File: config.mk
export PLATFORM = sky130hd
export DESIGN_NAME = fifo_unpack
export DESIGN_NICKNAME = d
export VERILOG_FILES = /design/src/rtl/fifo_unpack_pkg.sv /design/src/rtl/fifo_unpack_mem.sv /design/src/rtl/fifo_unpack.sv
export SDC_FILE = /design/constraint.sdc
export NUM_CORES = 1
export LEC_CHECK = 0
export BUFFER_PORTS_ARGS = -buffer_cell sky130_fd_sc_hd__clkbuf_2
export CAP_MARGIN = 40
export CELL_PAD_IN_SITES_DETAIL_PLACEMENT = 0
export CELL_PAD_IN_SITES_GLOBAL_PLACEMENT = 2
export CORE_ASPECT_RATIO = 1.4
export CORE_MARGIN = 8
export CORE_UTILIZATION = 41
export DETAILED_ROUTE_END_ITERATION = 8
export PLACE_DENSITY = 0.77
export SLEW_MARGIN = 10
export SYNTH_ARGS = -nofsm -noshare
export SYNTH_HDL_FRONTEND = slang
export SYNTH_SLANG_ARGS = --single-unit
File: constraint.sdc
create_clock -name clk -period 2.65 [get_ports clk]
set_clock_uncertainty 0.2 [all_clocks]
set_input_delay 0.265 -clock clk [delete_from_list [all_inputs] [get_ports clk]]
set_output_delay 0.265 -clock clk [all_outputs]
set_load 0.005 [all_outputs]
File: src/rtl/fifo_unpack_pkg.sv
// Shared constants, types and the nibble-count normalisation helper for the
// 32-bit-in / 4-bit-out unpacking FIFO.
package fifo_unpack_pkg;

  localparam int DEPTH  = 4;
  localparam int RD_W   = 4;
  localparam int WR_W   = 32;
  localparam int NIBS   = WR_W / RD_W;
  localparam int ADDR   = $clog2(DEPTH);
  localparam int CNT_W  = 4;
  localparam int NPTR_W = $clog2(NIBS);
  localparam int LVL_W  = $clog2(DEPTH * NIBS + 1);

  typedef logic [RD_W-1:0]  nib_t;
  typedef logic [WR_W-1:0]  word_t;
  typedef logic [CNT_W-1:0] cnt_t;
  typedef logic [ADDR:0]    ptr_t;

  // Counts of 0 or above NIBS mean a whole word.
  function automatic cnt_t norm_cnt(input cnt_t c);
    if (c == '0 || c > CNT_W'(NIBS)) return CNT_W'(NIBS);
    return c;
  endfunction

endpackage

File: src/rtl/fifo_unpack_mem.sv
// Word storage for the unpacking FIFO: one synchronous write port and one
// asynchronous read port; contents are not reset.
module fifo_unpack_mem
  import fifo_unpack_pkg::*;
#(
  parameter int depth = DEPTH,
  parameter int width = WR_W + CNT_W,
  parameter int addr  = ADDR
) (
  input  logic             clk,
  input  logic             we,
  input  logic [addr-1:0]  waddr,
  input  logic [width-1:0] wdata,
  input  logic [addr-1:0]  raddr,
  output logic [width-1:0] rdata
);

  logic [width-1:0] mem_q [depth];

  always_ff @(posedge clk) begin
    if (we) mem_q[waddr] <= wdata;
  end

  assign rdata = mem_q[raddr];

endmodule

File: src/rtl/fifo_unpack.sv
// Down-converting FIFO: stores up to four 32-bit words with per-word nibble
// counts and hands them out one nibble per read, LSB nibble first.
module fifo_unpack
  import fifo_unpack_pkg::*;
(
  input  logic             clk,
  input  logic             rst,
  input  logic             wr,
  input  logic [WR_W-1:0]  wr_data,
  input  logic [CNT_W-1:0] wr_nib_cnt,
  output logic             full,
  output logic             empty,
  input  logic             rd,
  output logic [RD_W-1:0]  rd_data,
  output logic             vld_rd_data,
  output logic             rd_last,
  output logic [LVL_W-1:0] level,
  input  logic             flush,
  output logic             flush_done
);

  ptr_t              wr_ptr;
  ptr_t              rd_ptr;
  logic [NPTR_W-1:0] nib_ptr;
  logic [LVL_W-1:0]  level_q;
  logic [LVL_W-1:0]  level_nxt;
  logic              flush_done_q;

  word_t head_word;
  cnt_t  head_cnt;
  cnt_t  wr_cnt;
  logic  wr_take;
  logic  rd_take;

  assign wr_cnt = norm_cnt(wr_nib_cnt);

  fifo_unpack_mem #(
    .depth (DEPTH),
    .width (WR_W + CNT_W),
    .addr  (ADDR)
  ) u_mem (
    .clk   (clk),
    .we    (wr_take),
    .waddr (wr_ptr[ADDR-1:0]),
    .wdata ({wr_cnt, wr_data}),
    .raddr (rd_ptr[ADDR-1:0]),
    .rdata ({head_cnt, head_word})
  );

  // The extra wrap bit separates a full ring from an empty one.
  assign full  = (wr_ptr[ADDR] != rd_ptr[ADDR]) &&
                 (wr_ptr[ADDR-1:0] == rd_ptr[ADDR-1:0]);
  assign empty = (wr_ptr == rd_ptr);

  assign vld_rd_data = !empty;
  assign level       = level_q;
  assign flush_done  = flush_done_q;

  // Flush owns the read side for the cycle, so a same-cycle read is dropped.
  assign wr_take = wr && !full;
  assign rd_take = rd && !empty && !flush;

  always_comb begin
    rd_data = '0;
    rd_last = 1'b0;
    if (!empty) begin
      rd_data = head_word[RD_W*nib_ptr +: RD_W];
      rd_last = ({1'b0, nib_ptr} == (head_cnt - CNT_W'(1)));
    end
  end

  always_comb begin
    level_nxt = level_q;
    if (flush) begin
      level_nxt = wr_take ? LVL_W'(wr_cnt) : '0;
    end else begin
      if (wr_take) level_nxt = level_nxt + LVL_W'(wr_cnt);
      if (rd_take) level_nxt = level_nxt - LVL_W'(1);
    end
  end

  // A write during flush lands at the old wr_ptr, which becomes the new head.
  always_ff @(posedge clk) begin
    if (rst) begin
      wr_ptr       <= '0;
      rd_ptr       <= '0;
      nib_ptr      <= '0;
      level_q      <= '0;
      flush_done_q <= 1'b0;
    end else begin
      if (wr_take) wr_ptr <= wr_ptr + ptr_t'(1);
      if (flush) begin
        rd_ptr  <= wr_ptr;
        nib_ptr <= '0;
      end else if (rd_take) begin
        if (rd_last) begin
          rd_ptr  <= rd_ptr + ptr_t'(1);
          nib_ptr <= '0;
        end else begin
          nib_ptr <= nib_ptr + NPTR_W'(1);
        end
      end
      level_q      <= level_nxt;
      flush_done_q <= flush;
    end
  end

endmodule
# Word level (Yosys, flattened, before mapping)
# Memory sizes are Yosys's and may differ from the RTL's. A register that Yosys moved wholly into a read port is not among the register bits.
# Cells that the tools add are included.
dict set report totals {
  mem_bits_ro 0
  latchBits 0
  reg_bits 16
  in_bits 41
  mem_count 1
  mem_bits_rw 144
  output_inout_bits 15
  elab_cells 49
}
# name depth width rd rd_ports_with_merged_regs write_ports line_no
set memory_table {}
lappend memory_table {u_mem.mem_q 4 36 1 1 1 fifo_unpack_mem.sv:18} ;# logic [width-1:0] mem_q [depth];
dict set report classes {
  mux 18
  mul 0
  n_reduce_logical 13
  n_lt_le_gt_ge 1
  add_sub_neg 6
  eq_ne 4
  div_mod_pow 0
  shifts 1
  bitwise_logic 0
}
# cell count
set ops {}
lappend ops {{$shiftx 32x6->4} 1}
lappend ops {{$mux 6} 4}
lappend ops {{$mux 4} 4}
lappend ops {{$mux 3} 4}
lappend ops {{$add 3x1->3 const B} 3}
lappend ops {{$add 6x4->6} 1}
lappend ops {{$sub 6x1->6 const B} 1}
lappend ops {{$eq 3x4->1} 1}
lappend ops {{$gt 4x4->1 const B} 1}
lappend ops {{$logic_and 1x1->1} 4}
lappend ops {{$logic_not 4->1} 1}
lappend ops {{$mux 1} 4}
lappend ops {{$mux 2} 2}
lappend ops {{$reduce_bool 2->1} 2}
lappend ops {{$sub 4x1->4 const B} 1}
lappend ops {{$eq 3x3->1} 1}
lappend ops {{$logic_not 1->1} 3}
lappend ops {{$eq 2x2->1} 1}
lappend ops {{$reduce_and 2->1} 1}
lappend ops {{$reduce_or 2->1} 1}
lappend ops {{$logic_or 1x1->1} 1}
lappend ops {{$ne 1x1->1} 1}

# Depth between registers and ports, before layout
dict set report depth {
  depth_word 10
  depth_mapped 10
  mapped_depth_nobuf 10
}

# Hierarchy
# Synthesis repeated with hierarchy kept, for this count alone.
dict set report hier_totals {
  cells_unflattened 347
  area_unflattened_um2 6730.2
}
# mod seq_area_each_um2 cells_each instances area_per_inst_um2
set modules_own_cells {}
lappend modules_own_cells {fifo_unpack_mem 4324.1 192 1 5280.1}
lappend modules_own_cells {fifo_unpack 320.3 155 1 1450.1}

# Worst setup path before layout
# Ideal clock, no wire load.
dict set report synth_path {
  path_kind {reg-to-reg}
  startpoint {reg wr_ptr[1]}
  endpoint {mem u_mem.mem_q[3][0] (netlist name) (enable)}
  slack_ns -0.129
  path_stages_with_launch 5
  period_less_slack_ns 2.779
  t_required_ns 2.052
  t_arrival_ns 2.181
  setup_ns 0.398
  n_path_buf 1
  path_cell_list {dfxtp_1 > xor2_1 > o31a_2 > buf_2 > and2_1}
}
dict set report synth_between {
  elab_chain_len 6
}
# item line_no
set synth_rtl {}
lappend synth_rtl {{start, declared} fifo_unpack.sv:22} ;# ptr_t wr_ptr;
lappend synth_rtl {{start signal, assigned} fifo_unpack.sv:91} ;# if (wr_take) wr_ptr <= wr_ptr + ptr_t'(1);
lappend synth_rtl {{$eq 2x2->1} fifo_unpack.sv:52} ;# (wr_ptr[ADDR-1:0] == rd_ptr[ADDR-1:0]);
lappend synth_rtl {{$logic_and 1x1->1} fifo_unpack.sv:51} ;# assign full = (wr_ptr[ADDR] != rd_ptr[ADDR]) &&
lappend synth_rtl {{$logic_not 1->1} fifo_unpack.sv:60} ;# assign wr_take = wr && !full;
lappend synth_rtl {{$logic_and 1x1->1} fifo_unpack.sv:60}
lappend synth_rtl {{$mux 1} fifo_unpack_mem.sv:21} ;# if (we) mem_q[waddr] <= wdata;
lappend synth_rtl {{$mux 1 (implied by the code)} fifo_unpack_mem.sv:21}
lappend synth_rtl {{end, declared} fifo_unpack_mem.sv:18}
# Several ways; a longest one is shown, not always the timed one.

==> results.sh <==
export IMPL_clockBufferDepth=2
export IMPL_pre_cts_slack_ns=0.0569
export IMPL_synthDominantCellAreaShare=0.642
export IMPL_gp_congestion=0.738
export IMPL_drt_iter0_drc=164
export IMPL_fin_cells=689
export IMPL_synthesis_nets=406
export IMPL_power_per_cell_area_mw_per_mm2=708
export IMPL_tightestPinTransition_ns=0.552
export IMPL_power_leakage_nw=2.99
export IMPL_core_mm2=0.0161
export IMPL_synth_top_area_cell="edfxtp_1"
export IMPL_drv_slew=0
export IMPL_syn_avg_cell_area_um2=19.1
export IMPL_utilization=0.526
export IMPL_swShare=0.242
export IMPL_grt_usage=0.134
export IMPL_p_clk_frac=0.376
export IMPL_yosys_top_cells_area="edfxtp_1, mux4_2, dfxtp_1"
export IMPL_grt_pass1_vias=4063
export IMPL_n_antenna_cell=0
export IMPL_critPathLaunchType="register"
export IMPL_die_x_um=124
export IMPL_num_vias=3648
export IMPL_cts_clk_slew_worst_paths_ns=0.07
export IMPL_netlist_area_mm2=0.00674
export IMPL_dp_final_hpwl_um=8850
export IMPL_rrSetupSlack_ns=-0.03
export IMPL_cp_slowest_cell="mux4_2"
export IMPL_place_area_mm2=0.00745
export IMPL_die_area_mm2=0.0209
export IMPL_power_switching_w=0.00145
export IMPL_area_growth_pct=25.6
export IMPL_synth_ff_latch_count=162
export IMPL_initial_utilization=0.418
export IMPL_max_slew_margin_rel=0.629
export IMPL_synth_cell_type_count=48
export IMPL_synth_seq_area_share=0.695
export IMPL_ys_warn_count=0
export IMPL_max_stage_delay_ns=0.51
export IMPL_finalNetCount=531
export IMPL_period_share=1.09
export IMPL_worstPathCellList="buf_12, buf_4, mux4_2, mux4_2, mux2i_1, nor2_1, clkbuf_2"
export IMPL_clock_latency_ns=0.42
export IMPL_htree_levels=4
export IMPL_ant_nets=0
export IMPL_layout_drive_gt1_share=0.382
export IMPL_cp_end_kind="output pin"
export IMPL_cts_inserted_buffers=17
export IMPL_p_int_w=0.00455
export IMPL_stdcell_area_mm2=0.00847
export IMPL_met2_usage=0.233
export IMPL_required_ns=2.18
export IMPL_path_class="reg2out"
export IMPL_cts_tree="built"
export IMPL_clock_sinks=162
export IMPL_grt_ovfl_total=0
export IMPL_crit_fanout=9
export IMPL_vdd_drop_max_mv=0.548
export IMPL_io_pins=56
export IMPL_die_y_um=168
export IMPL_fin_ws_ns=-0.236
export IMPL_port_buffers=55
export IMPL_use_met3=0.0414
export IMPL_hold_ws_ns=0.0310
export IMPL_layout_common_cells="edfxtp_1, clkbuf_2, mux4_2, dlygate4sd3_1, buf_4"
export IMPL_synth_cells=352
export IMPL_cp_data_arrival_time_ns=2.42
export IMPL_drt_total_wl_um=13500
export IMPL_setup_viol=7
export IMPL_cts_root_buffer_cell="clkbuf_16"
export IMPL_drc_errors=0
export IMPL_cpMostUsedCell="mux4_2"
export IMPL_seq_power_share=0.493
export IMPL_violations="setup timing"
export IMPL_critPathTopFamily="multiplexers"
export IMPL_grt_busiest_layer="met2"
export IMPL_grt_util_met1=0.153
export IMPL_async_reset_ff_frac=0
export IMPL_firstDrtPassIters=4
export IMPL_vias_per_cell=5.29
export IMPL_grt_pass1_wl_um=21700
export IMPL_num_rows=55
export IMPL_status="finished, violations left"
export IMPL_antenna_found_initial=0
export IMPL_rsz0062_at_grt="true"
export IMPL_critical_path_buf_inv_count=3
export IMPL_synth_edf_count=144
export IMPL_avgRoutedWirePerCell_um=19.5
export IMPL_fmax_mhz=347
export IMPL_grt_max_degree=37
export IMPL_report_final_hold_viol_count=0
export IMPL_final_common_cell="edfxtp_1"
export IMPL_final_min_clock_period_ns=2.89
export IMPL_combPwrFrac=0.131
export IMPL_ys_dominant_reg_cell="edfxtp_1"
export IMPL_dp_cells=615
export IMPL_hp_class="in2reg"
export IMPL_max_cap_violations=0
metrics by stage:
stage	total power, W	TNS (ns)
after global placement	0.00371	0
after global routing	0.00622	-1.98
final	0.00600	-1.12
after floorplan	0.00344	0
after detailed placement	0.00372	0
after CTS	0.00606	-1.32
path summary, 6_finish.rpt:
kind / start / endpoint / cells after the start
setup / recovery: register / rd_data[0] / 7
hold / removal: flush / level[2] / 3
setup reg to reg: register / register / 9
hold reg to reg: wr_ptr[1] / wr_ptr[1] / 2
per-layer routing:
layer | vias up | part of all wire
li1 | 1670 | -
met2 | 80 | 0.51
met4 | 0 | 0.014
met1 | 1882 | 0.43
met3 | 16 | 0.043
met5 | - | 0
tightest hold or removal path, delay by kind of cell:
family / cells / cell delay (ns)
buffers and inverters: 1 / 0.17
AO/OA/AOI/OAI: 1 / 0.15
AND/OR/NAND/NOR: 1 / 0.03
synth_stat cells, types with 6 or more instances:
cell type and count:
nor3_1 7, nand2_1 7, xnor2_1 9, mux4_2 44
nor2_1 13, ha_1 12, xor2_1 8, dfxtp_1 18
mux2i_1 7, a21oi_1 8, nand3_1 6, edfxtp_1 144
inv_1 7, clkbuf_1 8
area by class of cell:
cell class,count,area (µm²)
Sequential cell,162,4690
Fill cell,1312,7640
Multi-Input combinational cell,165,1980
Clock buffer,18,429
Timing Repair Buffer,124,977
Tap cell,199,249
Inverter,7,26.3
Clock inverter,14,119
cell families (layout without fill, tap and decap cells):
logic type | Yosys count | count (layout) | synth area share
and+or+nand+nor | 55 | 55 | 0.0440
xor gates and xnor gates | 18 | 18 | 0.0245
adders and majority gates | 13 | 13 | 0.0253
buffers and inverters | 25 | 163 | 0.0178
DFF | 162 | 162 | 0.695
muxes | 52 | 52 | 0.161
AOI/OAI and AO/OA | 27 | 27 | 0.0325
registers in the layout (all words and copies together), names as in the netlist, named ones only:
name,cells
wr_ptr,3
nib_ptr,3
u_mem.mem_q,144
flush_done,1
rd_ptr,3
level,6
power groups by stage:
stage / Clock (W) / Sequential, W / Combinational, W
detailed placement: 0 / 0.00301 / 0.000708
CTS: 0.00231 / 0.00296 / 0.000784
floorplan: 0 / 0.00300 / 0.000443
global placement: 0 / 0.00301 / 0.000700
finish: 0.00225 / 0.00296 / 0.000783
global route: 0.00240 / 0.00297 / 0.000855
repair_timing:
action | in CTS | in global routing
buffers inserted | 5 | 3
endpoints found under the hold margin | 133 | 0
resized for setup | 10 | 3
hold buffers | 34 | 0
setup endpoints to repair | 5 | 9
pin swaps | 3 | 4
(Power assumes the default switching activity.)
